--- src/rtl/html_tokenizer.sv ---
// Streaming HTML tokenizer: consumes one reader char per accepted cycle and emits
// open/close/attribute/text/end tokens on a ready/valid port, with a one-entry skid.
module html_tokenizer #(
    parameter int unsigned MAX_NAME = 10
) (
    input  logic       clock,
    input  logic       reset,
    input  logic       state_enable,
    input  logic [7:0] char,
    input  logic       src_finished,
    output logic       pause,
    output logic       token_valid,
    input  logic       token_ready,
    output logic [2:0] token_type,
    output logic [2:0] token_tag,
    output logic [1:0] token_attr,
    output logic [7:0] token_value,
    output logic       has_finished,
    output logic       error
);
    localparam int unsigned LEN_W   = $clog2(MAX_NAME + 2);
    localparam int unsigned N_NAMES = 5;

    localparam logic [2:0] T_OPEN  = 3'd1;
    localparam logic [2:0] T_CLOSE = 3'd2;
    localparam logic [2:0] T_ATTR  = 3'd3;
    localparam logic [2:0] T_TEXT  = 3'd4;
    localparam logic [2:0] T_END   = 3'd5;

    typedef enum logic [3:0] {
        S_IDLE, S_TEXT, S_TAG_START, S_TAG_NAME, S_CLOSE_NAME,
        S_ATTR_WS, S_ATTR_NAME, S_ATTR_EQ, S_ATTR_VALUE, S_DONE
    } state_t;

    // Known names: 0 body, 1 p (tags); 2 background, 3 color, 4 size (attributes).
    function automatic int unsigned name_len(input int unsigned idx);
        case (idx)
            0:       name_len = 4;
            1:       name_len = 1;
            2:       name_len = 10;
            3:       name_len = 5;
            4:       name_len = 4;
            default: name_len = 0;
        endcase
    endfunction

    function automatic logic [7:0] name_char(input int unsigned idx, input int unsigned pos);
        logic [79:0]  s;
        int unsigned  l;
        s = '0;
        case (idx)
            0:       s = 80'("body");
            1:       s = 80'("p");
            2:       s = 80'("background");
            3:       s = 80'("color");
            4:       s = 80'("size");
            default: s = '0;
        endcase
        l = name_len(idx);
        if (pos < l) s = s >> (8 * (l - 1 - pos));
        else         s = '0;
        name_char = s[7:0];
    endfunction

    state_t             state_q, state_d;
    logic [7:0]         skid_q, skid_d;
    logic               skid_full_q, skid_full_d;
    logic               accept_q, accept_d;
    logic [LEN_W-1:0]   len_q, len_d;
    logic [N_NAMES-1:0] mask_q, mask_d;
    logic [7:0]         value_q, value_d;
    logic [1:0]         attr_id_q, attr_id_d;
    logic               tok_valid_q, tok_valid_d;
    logic [2:0]         tok_type_q, tok_type_d;
    logic [2:0]         tok_tag_q, tok_tag_d;
    logic [1:0]         tok_attr_q, tok_attr_d;
    logic [7:0]         tok_value_q, tok_value_d;
    logic               fin_q, fin_d;
    logic               err_q, err_d;

    logic               unused_ok;
    assign unused_ok = src_finished;

    logic               new_c, slot_free_c, do_proc_c, bad_c, emit_c;
    logic [7:0]         ch_c;
    logic               is_letter_c, is_digit_c;
    logic [N_NAMES-1:0] mask_first_c, mask_acc_c, hit_c;
    logic [LEN_W-1:0]   len_acc_c;
    logic [2:0]         tag_id_c, e_type_c, e_tag_c;
    logic [1:0]         attr_id_c, e_attr_c;
    logic [7:0]         e_value_c;
    logic [11:0]        prod_c;

    assign pause       = skid_full_q | (tok_valid_q & ~token_ready) | fin_q;
    assign new_c       = accept_q & state_enable;
    assign slot_free_c = ~tok_valid_q | token_ready;
    assign ch_c        = skid_full_q ? skid_q : char;
    assign is_letter_c = (ch_c >= "a" && ch_c <= "z") || (ch_c >= "A" && ch_c <= "Z");
    assign is_digit_c  = (ch_c >= "0" && ch_c <= "9");

    // Incremental position-by-position name matching against every known name.
    always_comb begin
        mask_first_c = '0;
        mask_acc_c   = '0;
        hit_c        = '0;
        for (int unsigned i = 0; i < N_NAMES; i++) begin
            mask_first_c[i] = (ch_c == name_char(i, 0));
            mask_acc_c[i]   = mask_q[i] & (ch_c == name_char(i, 32'(len_q)));
            hit_c[i]        = mask_q[i] && (32'(len_q) == name_len(i)) && (32'(len_q) <= MAX_NAME);
        end
        len_acc_c = (32'(len_q) >= MAX_NAME) ? LEN_W'(MAX_NAME + 1) : len_q + LEN_W'(1);
        tag_id_c  = hit_c[0] ? 3'd1 : (hit_c[1] ? 3'd2 : 3'd7);
        attr_id_c = hit_c[2] ? 2'd1 : (hit_c[3] ? 2'd2 : (hit_c[4] ? 2'd3 : 2'd0));
        prod_c    = 12'(value_q) * 12'd10 + 12'(ch_c - 8'h30);
    end

    // Next-state, skid and token-slot logic.
    always_comb begin
        state_d     = state_q;
        skid_d      = skid_q;
        skid_full_d = skid_full_q;
        accept_d    = state_enable & ~pause;
        len_d       = len_q;
        mask_d      = mask_q;
        value_d     = value_q;
        attr_id_d   = attr_id_q;
        tok_valid_d = tok_valid_q & ~token_ready;
        tok_type_d  = tok_type_q;
        tok_tag_d   = tok_tag_q;
        tok_attr_d  = tok_attr_q;
        tok_value_d = tok_value_q;
        fin_d       = fin_q | (tok_valid_q & token_ready & (tok_type_q == T_END));
        err_d       = err_q;
        do_proc_c   = 1'b0;
        bad_c       = 1'b0;
        emit_c      = 1'b0;
        e_type_c    = '0;
        e_tag_c     = '0;
        e_attr_c    = '0;
        e_value_c   = '0;

        if (state_q != S_DONE && (skid_full_q || new_c)) begin
            if (slot_free_c) begin
                do_proc_c   = 1'b1;
                skid_full_d = 1'b0;
            end else if (!skid_full_q) begin
                skid_d      = char;
                skid_full_d = 1'b1;
            end
        end

        if (do_proc_c) begin
            case (state_q)
                S_IDLE, S_TEXT: begin
                    if (ch_c == "<") begin
                        state_d = S_TAG_START;
                    end else if (ch_c == 8'h00) begin
                        // Leading NULs in IDLE are dropped; in TEXT they end the document.
                        if (state_q == S_TEXT) begin
                            emit_c   = 1'b1;
                            e_type_c = T_END;
                            state_d  = S_DONE;
                        end
                    end else begin
                        emit_c    = 1'b1;
                        e_type_c  = T_TEXT;
                        e_value_c = ch_c;
                        state_d   = S_TEXT;
                    end
                end
                S_TAG_START: begin
                    if (ch_c == "/") begin
                        len_d   = '0;
                        mask_d  = '1;
                        state_d = S_CLOSE_NAME;
                    end else if (is_letter_c) begin
                        len_d   = LEN_W'(1);
                        mask_d  = mask_first_c;
                        state_d = S_TAG_NAME;
                    end else begin
                        bad_c = 1'b1;
                    end
                end
                S_TAG_NAME: begin
                    if (is_letter_c) begin
                        len_d  = len_acc_c;
                        mask_d = mask_acc_c;
                    end else if (ch_c == " " || ch_c == ">") begin
                        emit_c   = 1'b1;
                        e_type_c = T_OPEN;
                        e_tag_c  = tag_id_c;
                        state_d  = (ch_c == " ") ? S_ATTR_WS : S_TEXT;
                    end else begin
                        bad_c = 1'b1;
                    end
                end
                S_CLOSE_NAME: begin
                    if (is_letter_c) begin
                        len_d  = len_acc_c;
                        mask_d = mask_acc_c;
                    end else if (ch_c == ">") begin
                        emit_c   = 1'b1;
                        e_type_c = T_CLOSE;
                        e_tag_c  = tag_id_c;
                        state_d  = S_TEXT;
                    end else begin
                        bad_c = 1'b1;
                    end
                end
                S_ATTR_WS: begin
                    if (ch_c == " ") begin
                        state_d = S_ATTR_WS;
                    end else if (is_letter_c) begin
                        len_d   = LEN_W'(1);
                        mask_d  = mask_first_c;
                        state_d = S_ATTR_NAME;
                    end else if (ch_c == ">") begin
                        state_d = S_TEXT;
                    end else begin
                        bad_c = 1'b1;
                    end
                end
                S_ATTR_NAME: begin
                    if (is_letter_c) begin
                        len_d  = len_acc_c;
                        mask_d = mask_acc_c;
                    end else if (ch_c == "=") begin
                        attr_id_d = attr_id_c;
                        value_d   = '0;
                        state_d   = S_ATTR_VALUE;
                    end else begin
                        bad_c = 1'b1;
                    end
                end
                S_ATTR_VALUE: begin
                    if (is_digit_c) begin
                        value_d = (prod_c > 12'd255) ? 8'hFF : prod_c[7:0];
                    end else if (ch_c == " " || ch_c == ">") begin
                        emit_c    = 1'b1;
                        e_type_c  = T_ATTR;
                        e_attr_c  = attr_id_q;
                        e_value_c = value_q;
                        state_d   = (ch_c == " ") ? S_ATTR_WS : S_TEXT;
                    end else begin
                        bad_c = 1'b1;
                    end
                end
                default: state_d = S_TEXT;
            endcase

            // Syntax error drops the partial token; a NUL still terminates the document.
            if (bad_c) begin
                err_d = 1'b1;
                if (ch_c == 8'h00) begin
                    emit_c   = 1'b1;
                    e_type_c = T_END;
                    state_d  = S_DONE;
                end else begin
                    state_d = S_TEXT;
                end
            end
        end

        if (emit_c) begin
            tok_valid_d = 1'b1;
            tok_type_d  = e_type_c;
            tok_tag_d   = e_tag_c;
            tok_attr_d  = e_attr_c;
            tok_value_d = e_value_c;
        end

        if (!state_enable) begin
            state_d     = S_IDLE;
            skid_d      = '0;
            skid_full_d = 1'b0;
            accept_d    = 1'b0;
            len_d       = '0;
            mask_d      = '0;
            value_d     = '0;
            attr_id_d   = '0;
            tok_valid_d = 1'b0;
            tok_type_d  = '0;
            tok_tag_d   = '0;
            tok_attr_d  = '0;
            tok_value_d = '0;
            fin_d       = 1'b0;
            err_d       = 1'b0;
        end
    end

    always_ff @(posedge clock or posedge reset) begin
        if (reset) begin
            state_q     <= S_IDLE;
            skid_q      <= '0;
            skid_full_q <= 1'b0;
            accept_q    <= 1'b0;
            len_q       <= '0;
            mask_q      <= '0;
            value_q     <= '0;
            attr_id_q   <= '0;
            tok_valid_q <= 1'b0;
            tok_type_q  <= '0;
            tok_tag_q   <= '0;
            tok_attr_q  <= '0;
            tok_value_q <= '0;
            fin_q       <= 1'b0;
            err_q       <= 1'b0;
        end else begin
            state_q     <= state_d;
            skid_q      <= skid_d;
            skid_full_q <= skid_full_d;
            accept_q    <= accept_d;
            len_q       <= len_d;
            mask_q      <= mask_d;
            value_q     <= value_d;
            attr_id_q   <= attr_id_d;
            tok_valid_q <= tok_valid_d;
            tok_type_q  <= tok_type_d;
            tok_tag_q   <= tok_tag_d;
            tok_attr_q  <= tok_attr_d;
            tok_value_q <= tok_value_d;
            fin_q       <= fin_d;
            err_q       <= err_d;
        end
    end

    assign token_valid  = tok_valid_q;
    assign token_type   = tok_type_q;
    assign token_tag    = tok_tag_q;
    assign token_attr   = tok_attr_q;
    assign token_value  = tok_value_q;
    assign has_finished = fin_q;
    assign error        = err_q;

endmodule

--- config.mk ---
export PLATFORM = sky130hd
export DESIGN_NAME = html_tokenizer
export DESIGN_NICKNAME = d
export VERILOG_FILES = /design/src/rtl/html_tokenizer.sv
export SDC_FILE = /design/constraint.sdc
export NUM_CORES = 1
export LEC_CHECK = 0
export CAP_MARGIN = 20
export CORE_MARGIN = 3
export CORE_UTILIZATION = 40
export CTS_BUF_LIST = sky130_fd_sc_hd__clkbuf_8
export DETAILED_ROUTE_END_ITERATION = 12
export GPL_ROUTABILITY_DRIVEN = 0
export SLEW_MARGIN = 0
export SYNTH_ARGS = -nofsm -noshare
export SYNTH_HDL_FRONTEND = slang
export SYNTH_SLANG_ARGS = --single-unit
--- constraint.sdc ---
create_clock -name clock -period 6 [get_ports clock]
set_clock_uncertainty 0.15 [all_clocks]
set_input_delay 1.2 -clock clock [delete_from_list [all_inputs] [get_ports clock]]
set_output_delay 1.2 -clock clock [all_outputs]
set_load 0.01 [all_outputs]
==> results of run 1 <==
## logic make-up after synthesis
| kind of cell | Yosys count |
|---|---|
| flops | 52 |
| buf+inv | 57 |
| xor+xnor | 23 |
| compound gates | 217 |
| mux | 17 |
| fa+ha+maj | 38 |
| simple gates | 197 |
## cell usage in the layout (no fill, tap or decap), types with 7 or more instances in the layout
| cell | instances |
|---|---|
| sky130_fd_sc_hd__nor2_1 | 67 |
| sky130_fd_sc_hd__mux2i_1 | 7 |
| sky130_fd_sc_hd__nand3_1 | 21 |
| sky130_fd_sc_hd__a22oi_1 | 7 |
| sky130_fd_sc_hd__a21oi_1 | 46 |
| sky130_fd_sc_hd__and2_1 | 7 |
| sky130_fd_sc_hd__clkdlybuf4s50_1 | 31 |
| sky130_fd_sc_hd__nor3_1 | 12 |
| sky130_fd_sc_hd__o21a_1 | 8 |
| sky130_fd_sc_hd__ha_1 | 36 |
| sky130_fd_sc_hd__a32oi_1 | 9 |
| sky130_fd_sc_hd__buf_4 | 7 |
| sky130_fd_sc_hd__and3_1 | 8 |
| sky130_fd_sc_hd__a32o_1 | 7 |
| sky130_fd_sc_hd__nand2b_1 | 11 |
| sky130_fd_sc_hd__dfrtp_1 | 52 |
| sky130_fd_sc_hd__a211oi_1 | 11 |
| sky130_fd_sc_hd__a31oi_1 | 8 |
| sky130_fd_sc_hd__inv_1 | 22 |
| sky130_fd_sc_hd__nand2_1 | 39 |
| sky130_fd_sc_hd__nor2b_1 | 7 |
| sky130_fd_sc_hd__o21ai_0 | 32 |
| sky130_fd_sc_hd__a21o_1 | 13 |
| sky130_fd_sc_hd__xnor2_1 | 18 |
| sky130_fd_sc_hd__o2bb2ai_1 | 9 |
## registers in the layout, indices dropped and copies added (netlist names)
signal	flops
token_attr	2
token_tag	3
token_type	3
mask_q	5
token_value	8
token_valid	1
skid_q	8
accept_q	1
skid_full_q	1
value_q	8
attr_id_q	2
state_q	4
has_finished	1
error	1
len_q	4
## metal layers
| layer | GRT usage | up-vias | part of all wire |
|---|---|---|---|
| met5 | 0 | - | 0 |
| met4 | 0.0521 | 0 | 0.017 |
| met3 | 0.0275 | 20 | 0.054 |
| met2 | 0.341 | 179 | 0.47 |
| met1 | 0.278 | 2323 | 0.46 |
| li1 | - | 2305 | - |
## where the power goes
group          switching, µW  internal [µW]
Sequential              8.02            357
Clock                    125           94.8
Combinational           90.0           55.8
## per-stage QoR
step | instances | area, µm²
after floorplan | 601 | 4960
after global placement | 776 | 5390
after detailed placement | 777 | 5410
after CTS | 785 | 5510
after global routing | 785 | 5510
final | 785 | 5510
## worst min-delay path by stage
| stage | from | to | slack [ps] | depth (start not counted) |
|---|---|---|---|---|
| floorplan | mask_q[1]$_DFFE_PP0P_ | mask_q[1]$_DFFE_PP0P_ | 320 | 1 |
| global placement | token_tag[1]$_DFFE_PP0P_ | token_tag[1]$_DFFE_PP0P_ | 320 | 1 |
| detailed placement | token_value[4]$_DFFE_PP0P_ | token_value[4]$_DFFE_PP0P_ | 320 | 1 |
| CTS | token_tag[1]$_DFFE_PP0P_ | token_tag[1]$_DFFE_PP0P_ | 350 | 1 |
| global route | token_value[4]$_DFFE_PP0P_ | token_value[4]$_DFFE_PP0P_ | 370 | 1 |
| finish | token_tag[1]$_DFFE_PP0P_ | token_tag[1]$_DFFE_PP0P_ | 350 | 1 |
## area by class of cell
| type | instances | share of cell area |
|---|---|---|
| multi-input cells | 492 | 0.621 |
| flip-flops and latches | 52 | 0.236 |
| repair buffers | 39 | 0.0695 |
| well taps | 168 | 0.0382 |
| inverters | 26 | 0.0177 |
| clock buffers | 6 | 0.0150 |
| clock inverters | 2 | 0.00250 |
==> impl_metrics.toml, run 1 <==
[route]
post_drt_wl_per_cell_um = 18.3
antenna_violating_nets_post_route = 0
detailedRoute.firstPassIterationCount = 7
detail_route.iter0.violations = 478
vias = 4827
post-route-drc-count = 0
via_per_inst = 6.15
drt-total-wl_um = 14300

[critical_path]
crit_chain = "clkdlybuf4s50_1 > mux2i_2 > inv_1 > ha_1 > or4b_1 > o22a_1 > o31ai_2 > o311a_1 > o21ai_2 > a2111o_1 > a21oi_4 > buf_4 > a221o_1"
crit_path_top_delay_cell = "sky130_fd_sc_hd__a2111o_1"
timing.critical_path.from = "char[5]"
ff2ff_setup_slack_ps = 1570
cp_max_fo = 15
crit_path_max_incr_delay_ps = 530
worstSetupStartpointType = "primary input"
critical_path_buf_inv_count = 3
crit-reg2reg-launch = "skid_full_q$_DFFE_PP0P_"
cp-end-kind = "flop"
criticalPathCategory = "in -> reg"
worst_path_dominant_cell_family = "compound AO/OA/AOI/OAI gates"
critPathCapture = "token_type[2]$_DFFE_PP0P_"
worst-path-stages = 13
worstPathRequired_ps = 6100
crit_arrival_ps = 4970
reg2regPathDepth = 12
worst_r2r_endpoint = "value_q[3]$_DFFE_PP0P_"

[layout]
drive_above_1_share = 0.0632
area_growth_syn_to_layout_pct = 11.0
finalCoreUtilization = 0.457
sequential_cell_area_um2 = 1300
antenna_cells = 0
final_nets = 667
multiInputGateArea_um2 = 3420
filler_cell_count = 1207

[place]
hpwl_um = 10800
port-buffer-count = 31
dp_worst_setup_slack_ps = 845

[yosys]
syn_area_per_cell_um2 = 8.25
synth-seq-cells = 52
synth-adder-area-share = 0.0989
synth_enable_flop_cells = 0
yosys.cell_count.top_type = "sky130_fd_sc_hd__nor2_1"
yosys_warnings = 0
complex_gate_fraction_of_the_synthesized_area = 0.318
post_synth_instance_area_um2 = 4960
syn-num-nets = 652
synth.distinct_cells = 80
postSynthCellCount = 601
synth_top_flop_cell = "sky130_fd_sc_hd__dfrtp_1"
post_synth_and_or_nand_nor_area_fraction = 0.192
share_of_cell_area_taken_by_muxes_after_synthesis = 0.0406
ys_seq_area_frac = 0.262
yosys.area_share.xor_xnor = 0.0406
dominant_combinational_cell_family_by_area_after_synthesis = "compound AO/OA/AOI/OAI gates"
async_reset_ff_frac = 1.00
synth.top_cells.by_count = "sky130_fd_sc_hd__nor2_1 (67), sky130_fd_sc_hd__dfrtp_1 (52), sky130_fd_sc_hd__a21oi_1 (46)"
synth_area_leader_cell = "sky130_fd_sc_hd__dfrtp_1"
synthTopCellsByArea = "sky130_fd_sc_hd__dfrtp_1 (26%), sky130_fd_sc_hd__ha_1 (9.1%), sky130_fd_sc_hd__nor2_1 (5.1%)"
fraction_of_post_synthesis_cell_area_in_the_top_cell_type_by_area = 0.262

[sta]
fmax_ghz = 0.206
maxSlewHeadroom = 0.453
final_min_period_over_clock_period = 0.811
hold-worst-slack_ps = 346
worst-slew-pin-transition_ps = 821
smallest_setup_slack_after_layout_ps = 1140
hold_violations = 0
final_setup_vio_count = 0
tns_ps = 0
min_cycle_time_layout_ps = 4860
final-max-slew-violation-count = 0
rsz0062_at_grt = "false"

[cts]
hold_buffers = 0
clk_latency_ps = 310
tritoncts_num_sinks = 52
postCtsResizedCells = 0
htree_levels = 2
cts-root-buf = "sky130_fd_sc_hd__clkbuf_8"
number_of_setup_buffers_added_after_cts = 0
tritoncts_clock_tree = "done"
cts-root-to-sink-buffers = 2
tritoncts.num_buffers = 5
clkSlewWorstSetupHoldPaths_ps = 100

[floorplanning]
die_area_um2 = 13800
floorplan.core_area_um2 = 12100
core.rowCount = 40
dieHeight_um = 117
ios = 33
floorplan.initialDensity = 0.411
die_w_um = 117

[run]
maxCapViolations = 0

[global_route]
antenna_violations_before_repair = 0
first_global_vias = 4684
grt_usage = 0.203
first_pass_grt_wire_length_um = 23700
overflow = 0
grt_start_max_net_pins = 28

[worst_hold_path]
hold_path_class = "reg -> reg"

[pwr]
p_leak_uw = 0.00230
report.power.total_uw = 730
power.density_nw_per_um2 = 133
power.ir.vdd_worst_v = 0.0000920

[outcome]
run_status = "finished clean"
Power figures use the tool's default switching activity.
==> run 2, diff against run 1 <==
==> constraint.sdc (replaced) <==
create_clock -name clock -period 4.2 [get_ports clock]
set_clock_uncertainty 0.15 [all_clocks]
set_input_delay 0.84 -clock clock [delete_from_list [all_inputs] [get_ports clock]]
set_output_delay 0.84 -clock clock [all_outputs]
set_load 0.01 [all_outputs]
==> run 2 against run 1 <==
  * Critical path depth unchanged
  * Non-clock buffer count up 37
  * Die area unchanged
  * Sequential cell count unchanged
  * Combinational power up 60%
  * Final cell count up 4.6%
  * Setup slack worse by 890 ps
  * Sequential share of layout area down 1.2 points
  * Global-route usage up 0.91 points
  * Wire length up 2.3%
==> impl_metrics.toml, run 2 (synthesis results as in run 1) <==
[critical_path]
reg2regPathDepth = 13
criticalPathCategory = "in -> reg"
cp-end-kind = "flop"
worstPathRequired_ps = 4280
timing.critical_path.from = "char[4]"
worst_r2r_endpoint = "value_q[1]$_DFFE_PP0P_"
critical_path_buf_inv_count = 3
crit_arrival_ps = 4030
worst_path_dominant_cell_family = "compound AO/OA/AOI/OAI gates"
crit_chain = "clkdlybuf4s50_1 > mux2i_2 > inv_1 > ha_1 > or4b_1 > o22a_1 > o31ai_2 > o311a_1 > o21ai_2 > a2111o_1 > a21oi_4 > buf_4 > o2bb2ai_1"
ff2ff_setup_slack_ps = 300
crit_path_max_incr_delay_ps = 510
critPathCapture = "token_value[6]$_DFFE_PP0P_"
crit-reg2reg-launch = "skid_full_q$_DFFE_PP0P_"
worst-path-stages = 13
cp_max_fo = 15
crit_path_top_delay_cell = "sky130_fd_sc_hd__clkdlybuf4s50_1"
worstSetupStartpointType = "primary input"

[cts]
clk_latency_ps = 320
cts-root-to-sink-buffers = 2
htree_levels = 2
clkSlewWorstSetupHoldPaths_ps = 80
tritoncts_num_sinks = 52
cts-root-buf = "sky130_fd_sc_hd__clkbuf_8"
hold_buffers = 0
tritoncts_clock_tree = "done"
tritoncts.num_buffers = 5

[layout]
finish.instance_area_um2 = 5800
drive_above_1_share = 0.119
layout_commonest_cell = "sky130_fd_sc_hd__nor2_1"
final_nets = 704
most-common-layout-cells = "sky130_fd_sc_hd__nor2_1 (67), sky130_fd_sc_hd__dfrtp_1 (52), sky130_fd_sc_hd__a21oi_1 (46)"
antenna_cells = 0
area_growth_syn_to_layout_pct = 16.9

[pwr]
power.density_nw_per_um2 = 182
power.ir.vdd_worst_v = 0.000147
p_leak_uw = 0.00249
report.power.total_uw = 1060

[sta]
hold_violations = 0
fmax_ghz = 0.253
hold-worst-slack_ps = 347
worst-slew-pin-transition_ps = 813
maxSlewHeadroom = 0.458
final_min_period_over_clock_period = 0.941
min_cycle_time_layout_ps = 3950
final-max-slew-violation-count = 0
tns_ps = 0
rsz0062_at_grt = "false"
final_setup_vio_count = 0

[global_route]
grt_start_max_net_pins = 28
overflow = 0
first_global_vias = 4822
first_pass_grt_wire_length_um = 24600
grt_usage = 0.213
antenna_violations_before_repair = 0

[floorplanning]
ios = 33
core.rowCount = 40
floorplan.initialDensity = 0.411
die_w_um = 117
dieHeight_um = 117
die_area_um2 = 13800
floorplan.core_area_um2 = 12100

[route]
drt-total-wl_um = 14700
antenna_violating_nets_post_route = 0
vias = 4884
detail_route.iter0.violations = 408
post_drt_wl_per_cell_um = 17.9
post-route-drc-count = 0
via_per_inst = 5.95
detailedRoute.firstPassIterationCount = 5

[place]
placed_area_um2 = 5700
port-buffer-count = 31
hpwl_um = 11200

[worst_hold_path]
hold_path_class = "reg -> reg"

[run]
maxCapViolations = 0

[outcome]
run_status = "finished clean"
==> run 2: changes by cell type in the layout (fill, tap and decap cells not counted), sizes merged <==
| cell | before | now |
|---|---|---|
| buf | 8 | 45 |
| inv | 26 | 25 |
==> run 2: where the power goes <==
part / total (µW) / switching (µW) / internal (µW)
combinational: 233 / 136 / 97.0
clock: 302 / 170 / 132
sequential: 521 / 11.6 / 510
total: 1060 / 318 / 738
==> run 2: layout make-up <==
type | instances | area, µm²
sequential | 52 | 1300
tap | 168 | 210
timing repair buffer | 76 | 661
inverter | 26 | 97.6
multi-input combinational | 492 | 3440
clock inverter | 1 | 8.76
clock buffer | 6 | 82.6
fill | 1203 | 6260
==> run 2: stage by stage <==
stage	setup slack, ps	std cells	util
2_1_floorplan	53.3	601	-
3_3_place_gp	-72.1	813	0.471
3_5_place_dp	-160	814	0.473
4_1_cts	156	821	0.480
5_1_grt	59.8	821	0.481
6_report	248	821	0.481
==> run 2: worst min path at each step <==
| stage | cells after the start | startpoint | to |
|---|---|---|---|
| final | 1 | token_value[2]$_DFFE_PP0P_ | token_value[2]$_DFFE_PP0P_ |
| after global routing | 1 | token_attr[0]$_DFFE_PP0P_ | token_attr[0]$_DFFE_PP0P_ |
| after CTS | 1 | token_value[1]$_DFFE_PP0P_ | token_value[1]$_DFFE_PP0P_ |
| after detailed placement | 1 | token_value[2]$_DFFE_PP0P_ | token_value[2]$_DFFE_PP0P_ |
| after global placement | 1 | token_tag[1]$_DFFE_PP0P_ | token_tag[1]$_DFFE_PP0P_ |
| after floorplan | 1 | mask_q[1]$_DFFE_PP0P_ | mask_q[1]$_DFFE_PP0P_ |
==> run 2: what timing repair did <==
| action | 4_1_cts | 5_1_grt |
|---|---|---|
| setup buffers | 0 | 0 |
| setup endpoints to repair | 0 | 3 |
| resized for setup | 0 | 1 |
==> run 2: worst reg2reg max path, cell delays in order, from the launching register on <==
cell	delay [ps]
sky130_fd_sc_hd__dfrtp_1	710
sky130_fd_sc_hd__buf_4	290
sky130_fd_sc_hd__mux2i_4	250
sky130_fd_sc_hd__inv_2	100
sky130_fd_sc_hd__ha_1	290
sky130_fd_sc_hd__a21o_1	170
sky130_fd_sc_hd__a21oi_1	190
sky130_fd_sc_hd__nor2b_1	80
sky130_fd_sc_hd__o21a_1	200
sky130_fd_sc_hd__o41ai_1	280
sky130_fd_sc_hd__mux2_2	390
sky130_fd_sc_hd__a2111oi_2	300
sky130_fd_sc_hd__buf_4	220
sky130_fd_sc_hd__a32oi_1	120
==> run 2: per-layer routing <==
| layer | global-route usage | part of all wire |
|---|---|---|
| met1 | 0.296 | 0.47 |
| met2 | 0.344 | 0.46 |
| met3 | 0.0309 | 0.050 |
| met4 | 0.0638 | 0.025 |
| met5 | 0 | 0 |
